File: src/rtl/key_event_ctrl.sv
// Multi-key event controller: classifies debounced key activity as short, long or
// auto-repeat events and queues them round-robin into a valid/ready event FIFO.
module key_event_ctrl #(
  parameter int NUM_KEYS   = 4,
  parameter int FREQ       = 50,
  parameter int LONG_MS    = 1000,
  parameter int REPEAT_MS  = 200,
  parameter int FIFO_DEPTH = 4
) (
  input  logic                        clk,
  input  logic                        rst_n,
  input  logic [NUM_KEYS-1:0]         key_level,
  output logic                        evt_valid,
  input  logic                        evt_ready,
  output logic [$clog2(NUM_KEYS)-1:0] evt_key,
  output logic [1:0]                  evt_type,
  output logic                        overflow,
  input  logic                        clr_overflow
);

  localparam int KW       = $clog2(NUM_KEYS);
  localparam int AW       = $clog2(FIFO_DEPTH);
  localparam int TICK_DIV = FREQ * 1000;
  localparam int TW       = $clog2(TICK_DIV);

  localparam logic [TW-1:0] TICK_LAST = TW'(TICK_DIV - 1);
  localparam logic [15:0]   LONG_C    = 16'(LONG_MS);
  localparam logic [15:0]   REP_C     = 16'(REPEAT_MS);
  localparam logic [KW:0]   NK_C      = (KW+1)'(NUM_KEYS);
  localparam logic [KW-1:0] LAST_KEY  = KW'(NUM_KEYS - 1);
  localparam logic [AW:0]   FULL_C    = (AW+1)'(FIFO_DEPTH);

  localparam logic [1:0] EVT_SHORT  = 2'b00;
  localparam logic [1:0] EVT_LONG   = 2'b01;
  localparam logic [1:0] EVT_REPEAT = 2'b10;

  typedef enum logic [1:0] {
    ST_IDLE    = 2'd0,
    ST_PRESSED = 2'd1,
    ST_LONG    = 2'd2
  } key_state_e;

  logic [TW-1:0]       tick_cnt_q, tick_cnt_d;
  logic                tick_s;
  logic [NUM_KEYS-1:0] key_q;
  logic [NUM_KEYS-1:0] pend_valid_s, drop_s;
  logic [1:0]          pend_type_s [NUM_KEYS];
  logic [KW-1:0]       rr_ptr_q, rr_ptr_d, grant_idx_s;
  logic                grant_valid_s;
  logic [1:0]          grant_type_s;
  logic [KW+1:0]       fifo_q [FIFO_DEPTH];
  logic [AW-1:0]       wr_ptr_q, rd_ptr_q;
  logic [AW:0]         count_q, count_d;
  logic                fifo_full_s, push_s, pop_s;
  logic                overflow_q, overflow_d;

  // Millisecond prescaler
  always_comb begin
    tick_s = (tick_cnt_q == TICK_LAST);
    if (tick_s) tick_cnt_d = '0;
    else        tick_cnt_d = tick_cnt_q + TW'(1);
  end

  // Prescaler and key level registers
  always_ff @(posedge clk or negedge rst_n) begin
    if (!rst_n) begin
      tick_cnt_q <= '0;
      key_q      <= '1;
    end else begin
      tick_cnt_q <= tick_cnt_d;
      key_q      <= key_level;
    end
  end

  for (genvar k = 0; k < NUM_KEYS; k++) begin : g_key
    key_state_e  state_q, state_d;
    logic [15:0] ms_q, ms_d, ms_inc_s;
    logic        post_s, grant_s, busy_s, slot_valid_q;
    logic [1:0]  post_type_s, slot_type_q;

    // Press classifier; ms counter saturates so a stuck key cannot wrap
    always_comb begin
      if (tick_s && ms_q != 16'hFFFF) ms_inc_s = ms_q + 16'd1;
      else                            ms_inc_s = ms_q;
      state_d     = state_q;
      ms_d        = ms_q;
      post_s      = 1'b0;
      post_type_s = EVT_SHORT;
      case (state_q)
        ST_IDLE: begin
          if (!key_q[k]) begin
            state_d = ST_PRESSED;
            ms_d    = 16'd0;
          end else begin
            ms_d    = 16'd0;
          end
        end
        ST_PRESSED: begin
          if (key_q[k]) begin
            post_s  = 1'b1;
            state_d = ST_IDLE;
          end else if (ms_inc_s >= LONG_C) begin
            post_s      = 1'b1;
            post_type_s = EVT_LONG;
            state_d     = ST_LONG;
            ms_d        = 16'd0;
          end else begin
            ms_d = ms_inc_s;
          end
        end
        ST_LONG: begin
          if (key_q[k]) begin
            state_d = ST_IDLE;
            ms_d    = 16'd0;
          end else if (ms_inc_s >= REP_C) begin
            post_s      = 1'b1;
            post_type_s = EVT_REPEAT;
            ms_d        = 16'd0;
          end else begin
            ms_d = ms_inc_s;
          end
        end
        default: begin
          state_d = ST_IDLE;
          ms_d    = 16'd0;
        end
      endcase
    end

    // A slot granted this cycle counts as free, so a same-cycle re-post is kept
    assign grant_s         = grant_valid_s && (grant_idx_s == KW'(k));
    assign busy_s          = slot_valid_q && !grant_s;
    assign drop_s[k]       = post_s && busy_s;
    assign pend_valid_s[k] = slot_valid_q;
    assign pend_type_s[k]  = slot_type_q;

    // Key FSM state and pending event slot
    always_ff @(posedge clk or negedge rst_n) begin
      if (!rst_n) begin
        state_q      <= ST_IDLE;
        ms_q         <= 16'd0;
        slot_valid_q <= 1'b0;
        slot_type_q  <= EVT_SHORT;
      end else begin
        state_q <= state_d;
        ms_q    <= ms_d;
        if (post_s && !busy_s) begin
          slot_valid_q <= 1'b1;
          slot_type_q  <= post_type_s;
        end else if (grant_s) begin
          slot_valid_q <= 1'b0;
        end
      end
    end
  end

  // Round-robin grant: first pending key at or after the pointer
  always_comb begin
    logic [KW:0] cand;
    cand          = '0;
    grant_valid_s = 1'b0;
    grant_idx_s   = '0;
    for (int i = 0; i < NUM_KEYS; i++) begin
      cand = {1'b0, rr_ptr_q} + (KW+1)'(i);
      if (cand >= NK_C) cand = cand - NK_C;
      else              cand = cand;
      if (!fifo_full_s && !grant_valid_s && pend_valid_s[cand[KW-1:0]]) begin
        grant_valid_s = 1'b1;
        grant_idx_s   = cand[KW-1:0];
      end
    end
    grant_type_s = pend_type_s[grant_idx_s];
    if (!grant_valid_s)             rr_ptr_d = rr_ptr_q;
    else if (grant_idx_s == LAST_KEY) rr_ptr_d = '0;
    else                            rr_ptr_d = grant_idx_s + KW'(1);
  end

  // FIFO occupancy and sticky drop flag
  always_comb begin
    fifo_full_s = (count_q == FULL_C);
    push_s      = grant_valid_s;
    pop_s       = evt_valid && evt_ready;
    case ({push_s, pop_s})
      2'b10:   count_d = count_q + (AW+1)'(1);
      2'b01:   count_d = count_q - (AW+1)'(1);
      default: count_d = count_q;
    endcase
    if (|drop_s)           overflow_d = 1'b1;
    else if (clr_overflow) overflow_d = 1'b0;
    else                   overflow_d = overflow_q;
  end

  // Arbiter pointer, FIFO storage and flags
  always_ff @(posedge clk or negedge rst_n) begin
    if (!rst_n) begin
      rr_ptr_q   <= '0;
      wr_ptr_q   <= '0;
      rd_ptr_q   <= '0;
      count_q    <= '0;
      overflow_q <= 1'b0;
      for (int i = 0; i < FIFO_DEPTH; i++) fifo_q[i] <= '0;
    end else begin
      rr_ptr_q   <= rr_ptr_d;
      count_q    <= count_d;
      overflow_q <= overflow_d;
      if (push_s) begin
        fifo_q[wr_ptr_q] <= {grant_idx_s, grant_type_s};
        wr_ptr_q         <= wr_ptr_q + AW'(1);
      end
      if (pop_s) rd_ptr_q <= rd_ptr_q + AW'(1);
    end
  end

  assign evt_valid           = (count_q != '0);
  assign {evt_key, evt_type} = fifo_q[rd_ptr_q];
  assign overflow            = overflow_q;

endmodule

File: config.mk
export PLATFORM = sky130hd
export DESIGN_NAME = key_event_ctrl
export DESIGN_NICKNAME = d
export VERILOG_FILES = /design/src/rtl/key_event_ctrl.sv
export SDC_FILE = /design/constraint.sdc
export NUM_CORES = 1
export LEC_CHECK = 0
export ABC_AREA = 1
export BUFFER_PORTS_ARGS = -buffer_cell sky130_fd_sc_hd__clkbuf_2
export CORE_MARGIN = 3
export CORE_UTILIZATION = 60
export DETAILED_ROUTE_END_ITERATION = 7
export PLACE_DENSITY = 0.77
export REMOVE_ABC_BUFFERS = 1
export SLEW_MARGIN = 10
export SYNTH_ARGS = -nofsm -noshare
export SYNTH_HDL_FRONTEND = slang
export SYNTH_SLANG_ARGS = --single-unit
File: constraint.sdc
create_clock -name clk -period 2.95 [get_ports clk]
set_input_delay 0.4425 -clock clk [delete_from_list [all_inputs] [get_ports clk]]
set_output_delay 0.4425 -clock clk [all_outputs]
set_load 0.01 [all_outputs]
-- Word-level counts from Yosys, hierarchy flattened
Cells that the tools add are included.
- register bits after elaboration: 130
- input bits: 8
- output and inout bits: 6
- add/sub/neg operators: 17
- order comparisons: 20
- equality and inequality tests: 35
- mux-type cells: 126
- bitwise operators: 3
- reduce and logical (&&, ||, !) cells: 58
- operators by type and width (kind ; number):
    $mux 16 ; 21
    $pmux 16 s2 ; 4
    $add 16x1->16 const B ; 5
    $mux 2 ; 35
    $ge 16x10->1 const B ; 4
    $ge 16x8->1 const B ; 4
    $ne 16x16->1 const B ; 4
    $mux 1 ; 42
    $logic_and 1x1->1 ; 29
    $ne 2x2->1 const B ; 12
    $pmux 2 s3 ; 4
    $ge 3x3->1 const B ; 6
    $bwmux 16 ; 1
    $eq 16x16->1 const B ; 1
    $pmux 2 s2 ; 4
    $eq 2x2->1 const B ; 7
    $eq 2x1->1 const B ; 6
    $logic_not 1->1 ; 12
    $lt 2x3->1 const B ; 4
    $mux 4 ; 3
    $ne 3x3->1 const B ; 4
    $reduce_and 3->1 ; 4
    $reduce_bool 2->1 ; 6
    $logic_not 2->1 ; 5
    18 further kinds ; 32

-- Logic depth before layout (Yosys ltp)
- word-level depth: 25
- mapped depth: 20
- gate-level depth less buffers: 20

-- Least setup slack after synthesis
OpenSTA, ideal clock, no wires.
- kind: reg2reg
- start: register rr_ptr_q[0]
- end: register g_key[3].slot_type_q[1]
- library setup time: 118 ps
- data arrival time: 2371 ps
- data required time: 2832 ps
- path slack: 461 ps
- cell stages (with the launch flop): 16
- clock period less this slack: 2489 ps
- cells stage by stage: dfrtp_1 buf_2 o21ai_0 o21ai_1 or2_2 o21ai_0 o21ai_0 nand2_1 o21ai_0 nand2_1 ha_1 inv_1 o21ai_0 nand3_2 nand2_1 nand2_1
- word-level cells in the longest chain between the ends: 24
- elaborated cells on any way between the ends: 47
- those cells by class: add/sub (7); order compare (4); eq/ne (1); mux (20); reduce/logical (15)
- RTL lines (what ; line ; text):
    start: declaration ; 48 ; logic [KW-1:0] rr_ptr_q, rr_ptr_d, grant_idx_s;
    start signal: assignment ; 203 ; rr_ptr_q <= rr_ptr_d;
    $ge 2x3->1 / $sub 2x1->2 (equally long branches) ; 165 ; if (cand >= NK_C) cand = cand - NK_C;
    $mux 2 ; 165 ;
    $bmux 1 s2 ; 167 ; if (!fifo_full_s && !grant_valid_s && pend_valid_s[cand[KW-1:0]]) begin
    $mux 1 (not written as such) ; 167 ;
    $logic_and 1x1->1 ; 167 ;
    $mux 1 ; 167 ;
    $logic_not 1->1 ; 167 ;
    $logic_and 1x1->1 (2 in series) ; 167 ;
    (+8 left out) ; -- ;
    $mux 2 * ; 167 ;
    net grant_idx_s[1] ; 48 ;
    $eq 2x2->1 * ; 131 ; assign grant_s = grant_valid_s && (grant_idx_s == KW'(k));
    $logic_and 1x1->1 * ; 131 ;
    $logic_not 1->1 * ; 132 ; assign busy_s = slot_valid_q && !grant_s;
    $logic_and 1x1->1 * ; 132 ;
    $logic_not 1->1 * ; 147 ; if (post_s && !busy_s) begin
    $logic_and 1x1->1 * ; 147 ;
    end signal: assignment ; 149 ; slot_type_q <= post_type_s;
    end: declaration ; 79 ; logic [1:0] post_type_s, slot_type_q;
The timed path passes the listed nets; every way through them passes the cells marked *. The select of a mux whose other input is x is not followed.
A chain may end at the register's enable or synchronous reset.

-- Worst setup path in the final report
- start: register tick_cnt_q[0]
- end: register g_key[1].ms_q[5]
- word-level cells in the longest chain between the ends: 7
- elaborated cells on any way between the ends: 10
- those cells by class: order compare (2); eq/ne (1); mux (6); reduce/logical (1)
- RTL lines (what ; line ; text):
    start: declaration ; 43 ; logic [TW-1:0] tick_cnt_q, tick_cnt_d;
    start signal: assignment ; 70 ; tick_cnt_q <= tick_cnt_d;
    $eq 16x16->1 * ; 59 ; tick_s = (tick_cnt_q == TICK_LAST);
    $logic_and 1x1->1 * ; 83 ; if (tick_s && ms_q != 16'hFFFF) ms_inc_s = ms_q + 16'd1;
    $mux 16 * ; 83 ;
    $ge 16x8->1 / $ge 16x10->1 (equally long branches) ; 115, 102 ;
    $mux 16, on equally long branches ; 115, 102 ;
    $mux 16, on equally long branches ; 112, 99 ;
    $pmux 16 s2 * ; 89 ; case (state_q)
    end signal: assignment ; 146 ; ms_q <= ms_d;
    end: declaration ; 77 ; logic [15:0] ms_q, ms_d, ms_inc_s;
Every way passes the cells marked *; elsewhere a longest branch is shown, timed or not. The select of a mux whose other input is x is not followed.

==> impl_metrics.py <==
metrics = {
    "floorplan": {
        "floorplan.core_area_um2": 14100,
        "initial_utilization_pct": 62.5,
        "fp-row-count": 43,
        "die_width_um": 127,
        "dieArea_um2": 16200,
        "io_pins": 14,
        "dieHeight_um": 127,
    },
    "placement": {
        "port_bufs": 13,
        "routabilityCongestion": 0.907,
        "dp.cells": 1457,
        "hpwl_reported_at_the_end_of_detailed_placement_mm": 14.0,
    },
    "sta": {
        "clock.fmax_mhz": 370,
        "final_setup_viols": 0,
        "fin_skew_ns": 0.00866,
        "max_slew_margin_pct": 63.3,
        "finalWorstPathRequiredPeriod_ns": 2.71,
        "count_of_pins_over_their_slew_limit": 0,
        "tightest_slew_ns": 0.545,
        "report.final.hold_viol_count": 0,
        "fin_crit_sh_pct": 91.7,
    },
    "synth": {
        "leading_area_contributor_after_synthesis": "sky130_fd_sc_hd__dfrtp_1",
        "synth_sequential_area_ratio_pct": 36.8,
        "yosys_warnings": 0,
        "synth_compound_area_share_pct": 8.29,
        "synth-simple-area-share_pct": 37.8,
        "synth_top_family_by_area": "simple AND/OR/NAND/NOR gates",
        "synthArstFlopShare_pct": 100,
        "synth.top_cells.by_area": "sky130_fd_sc_hd__dfrtp_1 (36%), sky130_fd_sc_hd__nand2_1 (19%), sky130_fd_sc_hd__inv_1 (6.6%)",
        "synth-adder-area-share_pct": 3.90,
        "synth.ff_latch_count": 130,
        "synth_mux_area_share_pct": 0,
        "dominantRegCellSynth": "sky130_fd_sc_hd__dfrtp_1",
        "yosysTopAreaCellShare_pct": 35.7,
        "synthMostInstantiatedCell": "sky130_fd_sc_hd__nand2_1",
        "synthesis.area_per_instance_um2": 6.95,
        "synthCells": 1272,
        "xor_xnor_fraction_of_synth_area_pct": 4.94,
        "post_synth_instance_area_um2": 8840,
        "post_synth_edffs": 0,
        "synth_cell_type_count": 46,
        "ys_top_cells_by_count": "sky130_fd_sc_hd__nand2_1 (436), sky130_fd_sc_hd__inv_1 (155), sky130_fd_sc_hd__nor2_1 (155)",
    },
    "critical_path": {
        "worst_path_most_repeated_cell": "sky130_fd_sc_hd__nand2_1",
        "reg2reg_end": "g_key[1].ms_q[5]$_DFFE_PN0P_",
        "critical_path_class": "reg2reg",
        "critPathMaxFanout": 10,
        "crit_path_end_kind": "flip-flop",
        "critical-path-max-stage-delay_ns": 0.41,
        "cp-start-kind": "flip-flop",
        "timing.rr.start": "tick_cnt_q[0]$_DFF_PN0_",
        "r2r_setup_slack_ns": 0.24,
        "worst_ep_arrival_time_ns": 3.06,
        "crit_start": "tick_cnt_q[0]$_DFF_PN0_",
        "reg2regPathDepth": 13,
        "crit_required_ns": 3.30,
        "critical_path.cell_chain": "ha_1, nand2_2, nor2_4, nand2_1, nor2_1, nand2_1, o21ai_0, nand3_1, nor2_2, nand3_2, o31ai_4, nand2_1, nand2_1",
        "critical-path-slowest-cell": "sky130_fd_sc_hd__o31ai_4",
    },
    "pwr": {
        "total_leakage_power_nw": 4.85,
        "report.power.total_w": 0.00715,
        "peakVddDrop_mv": 0.629,
        "power_per_cell_area_nw_per_um2": 736,
    },
    "status": {
        "status": "finished clean",
    },
    "clock_tree": {
        "insertion_delay_ns": 0.42,
        "total_clock_buffers_created_by_cts": 17,
        "htree_num_levels": 4,
        "cts.reportedPaths.clkPinSlew_ns": 0.06,
        "cts_root_buf": "sky130_fd_sc_hd__clkbuf_16",
        "clock_path_buffers": 2,
        "postCtsSetupBuffers": 0,
        "tritoncts": "built",
        "clock_sinks": 130,
    },
    "layout": {
        "areaGrowthSynthToFinish_pct": 9.96,
        "final_layout_size_suffix_gt1_share_pct": 10.7,
        "layout.filler_cells": 1211,
        "final_net_count": 1334,
        "antenna_diode_count": 0,
        "stdcell_count": 1492,
    },
    "route": {
        "viasPerCell": 5.31,
        "routedWlPerCell_um": 12.9,
        "drc": 0,
        "totalWireLength_mm": 19.2,
        "route.vias.total": 7920,
        "drt_first_pass_iters": 5,
        "drtIter0Drc": 517,
        "antenna_left": 0,
    },
    "global_route": {
        "grt_antenna_before_repair": 0,
        "first_global_vias": 7538,
        "grt_start_max_net_pins": 57,
        "globalRoute.totalOverflow": 0,
        "grt_first_pass_wirelength_mm": 34.1,
        "grt_usage_pct": 25.3,
    },
    "min_path": {
        "hp-start": "key_level[0]",
        "min_delay_path_depth": 1,
        "worst_hold_path_type": "in2reg",
        "hold_end": "key_q[0]$_DFF_PN1_",
    },
    "flow_run": {
        "maxCapViolations": 0,
    },
}
[metrics by stage]
stage	setup slack [ns]	util (%)	instance area [um^2]	TNS, ns	hold slack [ns]
2_1_floorplan	0.407	-	8740	0	0.147
3_3_place_gp	0.221	64.2	9090	0	0.433
3_5_place_dp	0.209	64.2	9090	0	0.443
4_1_cts	0.183	68.4	9680	0	0.0821
5_1_grt	-0.00933	68.7	9720	-0.00933	0.0840
6_report	0.244	68.7	9720	0	0.0942
[per-layer routing]
layer  track usage [%]  part of all wire [%]
met4              7.26                   1.4
met2              41.8                    47
met5                 0                     0
met1              33.8                    47
met3              5.35                   4.7
[worst max path at each step]
stage                                          end  depth (start not counted)
3_5_place_dp   g_key[3].slot_type_q[1]$_DFFE_PN0P_                         17
5_1_grt                       overflow$_DFFE_PN0P_                         18
6_report              g_key[1].ms_q[5]$_DFFE_PN0P_                         13
4_1_cts                       overflow$_DFFE_PN0P_                         16
3_3_place_gp                  overflow$_DFFE_PN0P_                         16
2_1_floorplan  g_key[3].slot_type_q[1]$_DFFE_PN0P_                         14
[cell families (layout without fill, tap and decap cells)]
group,count (synthesis),in the layout
and+or+nand+nor,773,775
AOI/OAI and AO/OA,116,116
xor gates and xnor gates,49,49
DFF,130,130
adders and majority gates,27,27
buffers and inverters,177,215
[sequential cells by signal (all words and copies together), names as in the netlist]
name                cells
wr_ptr_q                2
g_key.ms_q             64
overflow                1
rr_ptr_q                2
rd_ptr_q                2
fifo_q                 16
tick_cnt_q             16
key_q                   4
g_key.slot_valid_q      4
count_q                 3
g_key.state_q           8
g_key.slot_type_q       8
[critical path: cells and delay by family (launching register included)]
kind | cells | cell delay (ns)
AND/OR/NAND/NOR | 10 | 1.39
adder cells (fa/ha/maj) | 1 | 0.22
AO/OA/AOI/OAI | 2 | 0.65
flip-flops | 1 | 0.37
[timing repair]
| action | CTS | global route |
|---|---|---|
| hold buffers | 1 | 0 |
| resized for setup | 0 | 14 |
| setup endpoints to repair | 0 | 32 |
| hold endpoints to repair | 11 | 0 |
[where the power goes]
group	switching (W)	internal (W)	total, W
combinational	0.00197	0.000893	0.00286
clock	0.000834	0.00125	0.00208
sequential	0.000172	0.00204	0.00221
[layout make-up]
type,count,area [um^2],area share [%]
tap,180,225,2.32
clock inverter,15,159,1.63
sequential,130,3260,33.5
inverter,163,617,6.34
timing repair buffer,20,139,1.43
multi-input combinational,967,4900,50.4
clock buffer,17,425,4.37
[placed cells by master, fill, tap and decap left out, types with 14 or more instances in the layout]
cell	count
sky130_fd_sc_hd__nand2_1	434
sky130_fd_sc_hd__inv_1	153
sky130_fd_sc_hd__nor2_1	153
sky130_fd_sc_hd__dfrtp_1	125
sky130_fd_sc_hd__nand3_1	86
sky130_fd_sc_hd__o21ai_0	55
sky130_fd_sc_hd__xor2_1	43
sky130_fd_sc_hd__nand4_1	26
sky130_fd_sc_hd__ha_1	26
sky130_fd_sc_hd__a21oi_1	18
sky130_fd_sc_hd__o21ai_1	17
sky130_fd_sc_hd__clkbuf_16	17
sky130_fd_sc_hd__nand2_2	16
sky130_fd_sc_hd__nor3_1	14
(Power assumes the default switching activity.)
